--- src/rtl/ccff_bitstream_loader.sv ---
// Serializes bitstream bytes LSB-first onto the configuration chain head and
// gates the chain clock so the chain advances exactly CHAIN_LEN positions.
module ccff_bitstream_loader #(
    parameter int CHAIN_LEN = 18,
    parameter int CNT_W     = 16
) (
    input  logic             prog_clk,
    input  logic             reset,
    input  logic             start,
    input  logic [7:0]       bs_data,
    input  logic             bs_valid,
    output logic             bs_ready,
    output logic             ccff_head,
    output logic             chain_clk_en,
    output logic             busy,
    output logic             done,
    output logic [CNT_W-1:0] bit_cnt
);
    localparam int NBYTES = (CHAIN_LEN + 7) / 8;
    localparam int BYTE_W = $clog2(NBYTES + 1);
    localparam logic [CNT_W-1:0]  LAST_BIT  = CNT_W'(CHAIN_LEN - 1);
    localparam logic [BYTE_W-1:0] BYTES_MAX = BYTE_W'(NBYTES);

    typedef enum logic [1:0] {IDLE, LOAD, DONE} state_t;

    state_t            state, state_nxt;
    logic [7:0]        sreg, sreg_nxt;
    logic [3:0]        nb, nb_nxt;
    logic [CNT_W-1:0]  cnt_nxt;
    logic [BYTE_W-1:0] byte_cnt, byte_nxt;

    always_ff @(posedge prog_clk or negedge reset) begin
        if (!reset) begin
            state    <= IDLE;
            sreg     <= '0;
            nb       <= '0;
            bit_cnt  <= '0;
            byte_cnt <= '0;
        end else begin
            state    <= state_nxt;
            sreg     <= sreg_nxt;
            nb       <= nb_nxt;
            bit_cnt  <= cnt_nxt;
            byte_cnt <= byte_nxt;
        end
    end

    always_comb begin
        state_nxt    = state;
        sreg_nxt     = sreg;
        nb_nxt       = nb;
        cnt_nxt      = bit_cnt;
        byte_nxt     = byte_cnt;
        bs_ready     = 1'b0;
        ccff_head    = 1'b0;
        chain_clk_en = 1'b0;
        busy         = 1'b0;
        done         = 1'b0;
        case (state)
            IDLE: begin
                if (start) begin
                    state_nxt = LOAD;
                    sreg_nxt  = '0;
                    nb_nxt    = '0;
                    cnt_nxt   = '0;
                    byte_nxt  = '0;
                end
            end
            LOAD: begin
                busy         = 1'b1;
                ccff_head    = sreg[0];
                chain_clk_en = (nb != 4'd0);
                // Refill while the last bit is still going out keeps the stream gap-free
                bs_ready     = (nb <= 4'd1) && (byte_cnt < BYTES_MAX);
                if (chain_clk_en) begin
                    sreg_nxt = {1'b0, sreg[7:1]};
                    nb_nxt   = nb - 4'd1;
                    cnt_nxt  = bit_cnt + CNT_W'(1);
                end
                if (bs_valid && bs_ready) begin
                    sreg_nxt = bs_data;
                    nb_nxt   = 4'd8;
                    byte_nxt = byte_cnt + BYTE_W'(1);
                end
                // Leftover high bits of a partial last byte are dropped here
                if (chain_clk_en && bit_cnt == LAST_BIT) begin
                    state_nxt = DONE;
                    nb_nxt    = '0;
                    sreg_nxt  = '0;
                end
            end
            DONE: begin
                done = 1'b1;
                if (start) begin
                    state_nxt = LOAD;
                    sreg_nxt  = '0;
                    nb_nxt    = '0;
                    cnt_nxt   = '0;
                    byte_nxt  = '0;
                end
            end
            default: state_nxt = IDLE;
        endcase
    end
endmodule

--- config.mk ---
export PLATFORM = sky130hd
export DESIGN_NAME = ccff_bitstream_loader
export DESIGN_NICKNAME = d
export VERILOG_FILES = /design/src/rtl/ccff_bitstream_loader.sv
export SDC_FILE = /design/constraint.sdc
export NUM_CORES = 1
export LEC_CHECK = 0
export CAP_MARGIN = 20
export CORE_MARGIN = 8
export CORE_UTILIZATION = 46
export DETAILED_ROUTE_END_ITERATION = 8
export PLACE_DENSITY = 0.75
export SLEW_MARGIN = 15
export SYNTH_ARGS = -nofsm -noshare
export SYNTH_HDL_FRONTEND = slang
export SYNTH_SLANG_ARGS = --single-unit
--- constraint.sdc ---
create_clock -name prog_clk -period 1.6 [get_ports prog_clk]
set_input_delay 0.32 -clock prog_clk [delete_from_list [all_inputs] [get_ports prog_clk]]
set_output_delay 0.32 -clock prog_clk [all_outputs]
set_load 0.01 [all_outputs]
==> results.md <==
- Status: complete, but fails checks
- Failing checks: negative setup slack
- Clock power share: 0.127
- Post-DP Area: 0.00244 sq mm
- Final setup vio count: 34
- Comb pwr share: 0.631
- EDFF count, synth: 0
- Highest Signal Layer: met4
- Count of cell types in the netlist: 45
- Row count: 22
- Final instance area: roughly 0.0028 sq mm
- Share of cells above drive strength 1: 0.377
- Highest Clock Rate: around 500 MHz
- Crit path max fanout: 4
- Internal Power: 3.06 mW
- Mapped cell area: ~0.0018 sq mm
- Final period util: 1.24
- Hold WS: approximately 440 ps
- Core Box Area: between 0.003 and 0.004 sq mm
- Yosys top cell area share: 0.455
- Dominant cell type by area after synthesis: dfrtp_1
- Overflow left after global routing: 0
- Root Driver: clkbuf_8
- GRT Resource Usage Total: 0.173
- Worst setup EP type: flop
- CTS tree: done
- Startpoint Class: flop
- Top FF cell, synth: dfrtp_1
- Starting Density: 0.481
- Syn_area_per_cell: 10.2 sq um
- GP Congestion: around 0.80
- CTS H-tree lvls: 2
- Layout area overhead: 57.9%
- DR WL met3: ~290 um
- Final hold viol count: 0
- First-pass GRT wire length: approximately 8500 um
- Total Power: around 5.0 mW
- Initial DRC count: between 100 and 150
- Post-synthesis sequential area ratio: 0.455
- Final #Nets: ~270
- Fill cell count: between 200 and 250
- Post-route setup slack: -380 ps
- CP bufs+invs: 2
- Port Buffers: 32
- Chip Height: just under 80 um
- RSZ-0062 raised after global routing: yes
- Finished Core Util: 0.759
- Reg clk slew, reported paths: about 70 ps
- Routed length per instance: ~18 um
- Clock Latency Late Sink: 290 ps
- Minimum clock period: 1980 ps
- Cts bufs inserted: 5
- Sw Ratio: 0.395
- DP Wirelength: 3360 um
- CTS Buffer Depth: 2
- Dpl cells: around 280
- Die ar.: 0.00606 sq mm
- Clk sink count: 32
- Total Wirelength: between 5000 and 6000 um
- Number of max-cap violations: 0
- Clock skew: 6.17 ps
- Drt drc: 0
- Synth Register Bits: 32
- Psw: about 2.0 mW
- CP arrival: between 2000 and 2500 ps
- FFs w/ async S/R, synth: 1.00
- Post-Synthesis Cells: between 150 and 200
- Vias in the first global route: about 1,700
- Slowest CP cell: or4_4
- # IOs: 33
- Worst Hold Class: input pin to async pin
- Delay-heaviest family, CP: simple AND/OR/NAND/NOR gates
- Inserted Diodes: 0
- Routed Antenna Nets: 0
- LEAKAGE: between 1 and 1.5 nW
- DR WL met2: between 2000 and 3000 um
- Post-synth net total: 190
- Initial antenna violation count: 0
- Max-Slew Margin vs Limit: 0.720
- Tightest Pin Transition: ~420 ps
- Synth warn: 0
- Largest stage delay, worst path: ~460 ps
- Post-Layout Cell Count: just over 300
- Seq pwr share: 0.242
- Crit path cell chain: inv_2 > ha_4 > nor3b_4 > buf_6 > or4_4 > o21ai_4 > o21bai_1 > a21o_1
- Via density: between 5 and 6
- Setup TNS: -7560 ps
- Pwr dens: 1820 mW/mm^2
- Pre-CTS WS: -230 ps
- Cts hold-fix bufs: 0
- M1 wire length: 2310 um
- Kind of critical path: flop to flop
- Drt first pass iters: 4
- Req. time, crit path: around 1800 ps
- Ranking of synthesized cells by area: dfrtp_1 (45%), xor2_1 (6.5%), mux2i_1 (4.5%)
- Vias after detailed routing: between 1,500 and 2,000
- DIE WIDTH: 77.9 um
- Slew Viols, Final: 0
- Largest net degree at the start of global routing: 33
- Max VDD drop: approximately 0.95 mV
## per-layer routing
metal | track usage | vias up
met5 | 0 | -
met4 | 0.0736 | 0
met3 | 0.0518 | 8
met2 | 0.287 | 48
met1 | 0.201 | 871
li1 | - | 769
## synthesized netlist by cell type, types with 2 or more instances
master and instances:
nand3_1 10, clkbuf_1 2, nand2_1 16, a21o_1 2, buf_6 2, nor3b_1 2
nor2_1 17, mux2i_1 8, buf_2 2, o21ai_0 5, and3_1 2, nand2b_2 2
nand4_1 6, xor2_1 13, and4_1 2, nor2b_1 2, ha_1 6, o21ai_2 2
inv_1 5, and2_1 3, nor4_1 2, dfrtp_1 32, o31ai_1 7
## layout make-up
class                      count  area, sq um  area share
multi-input combinational    127         1050       0.379
sequential                    32          801       0.288
timing repair buffer          85          756       0.272
clock buffer                   8         90.1      0.0324
tap                           48         60.1      0.0216
inverter                       5         18.8     0.00675
## cell usage in the layout (no fill, tap or decap), types with 3 or more instances in the layout
| cell type | instances |
|---|---|
| and2_1 | 3 |
| buf_4 | 44 |
| buf_6 | 8 |
| clkbuf_8 | 6 |
| clkdlybuf4s50_1 | 14 |
| dfrtp_1 | 32 |
| dlygate4sd2_1 | 13 |
| ha_4 | 3 |
| inv_2 | 4 |
| mux2i_1 | 8 |
| nand2_1 | 11 |
| nand2_4 | 3 |
| nand3_1 | 7 |
| nand4_1 | 6 |
| nor2_1 | 15 |
| o21ai_1 | 5 |
| o31ai_1 | 7 |
| xor2_1 | 12 |
## power groups by stage
stage          Combinational, mW  Clock [mW]  Sequential, mW
5_1_grt                     3.38       0.679            1.24
2_1_floorplan               1.32           0            1.28
6_report                    3.18       0.641            1.22
3_5_place_dp                2.52           0            1.22
3_3_place_gp                2.43           0            1.19
4_1_cts                     2.82       0.642            1.20
## worst reg2reg max path, delay by kind of cell, from the launching register on
kind,cells,cell delay (ps)
flops,1,400
fa+ha+maj,1,160
buf+inv,2,200
compound gates,3,510
simple gates,2,610
## flip-flops by register name, summed over array words and instances, names as in the netlist
name      count
bit_cnt      16
sreg          8
nb            4
state         2
byte_cnt      2
## path summary, 6_finish.rpt
| kind | from | endpoint | slack [ps] | depth (start not counted) |
|---|---|---|---|---|
| min | reset | nb[3] | 440 | 2 |
| min reg2reg | sreg[3] | sreg[3] | 480 | 2 |
| max reg2reg | nb[1] | nb[2] | -380 | 8 |
| min in group prog_clk | sreg[3] | sreg[3] | 480 | 2 |
| max | nb[1] | nb[2] | -380 | 8 |
| max in group asynchronous | reset | sreg[1] | 860 | 2 |
## cells by family (layout without fill, tap and decap cells)
family	after synthesis	in the layout	share of synthesized area
adders and majority gates	6	6	0.0426
and+or+nand+nor	75	75	0.237
buffers and inverters	13	98	0.0405
AOI/OAI and AO/OA	24	24	0.110
DFF	32	32	0.455
xor gates and xnor gates	14	14	0.0697
muxes	8	8	0.0455
## repair_timing
item | CTS | global route
cloned | 0 | 0
setup endpoints to repair | 45 | 37
buffers inserted | 9 | 4
pin swaps | 12 | 22
endpoints found under the hold margin | 0 | 0
gates resized for setup | 41 | 28
No activity file was read; power rests on OpenSTA's default activity.
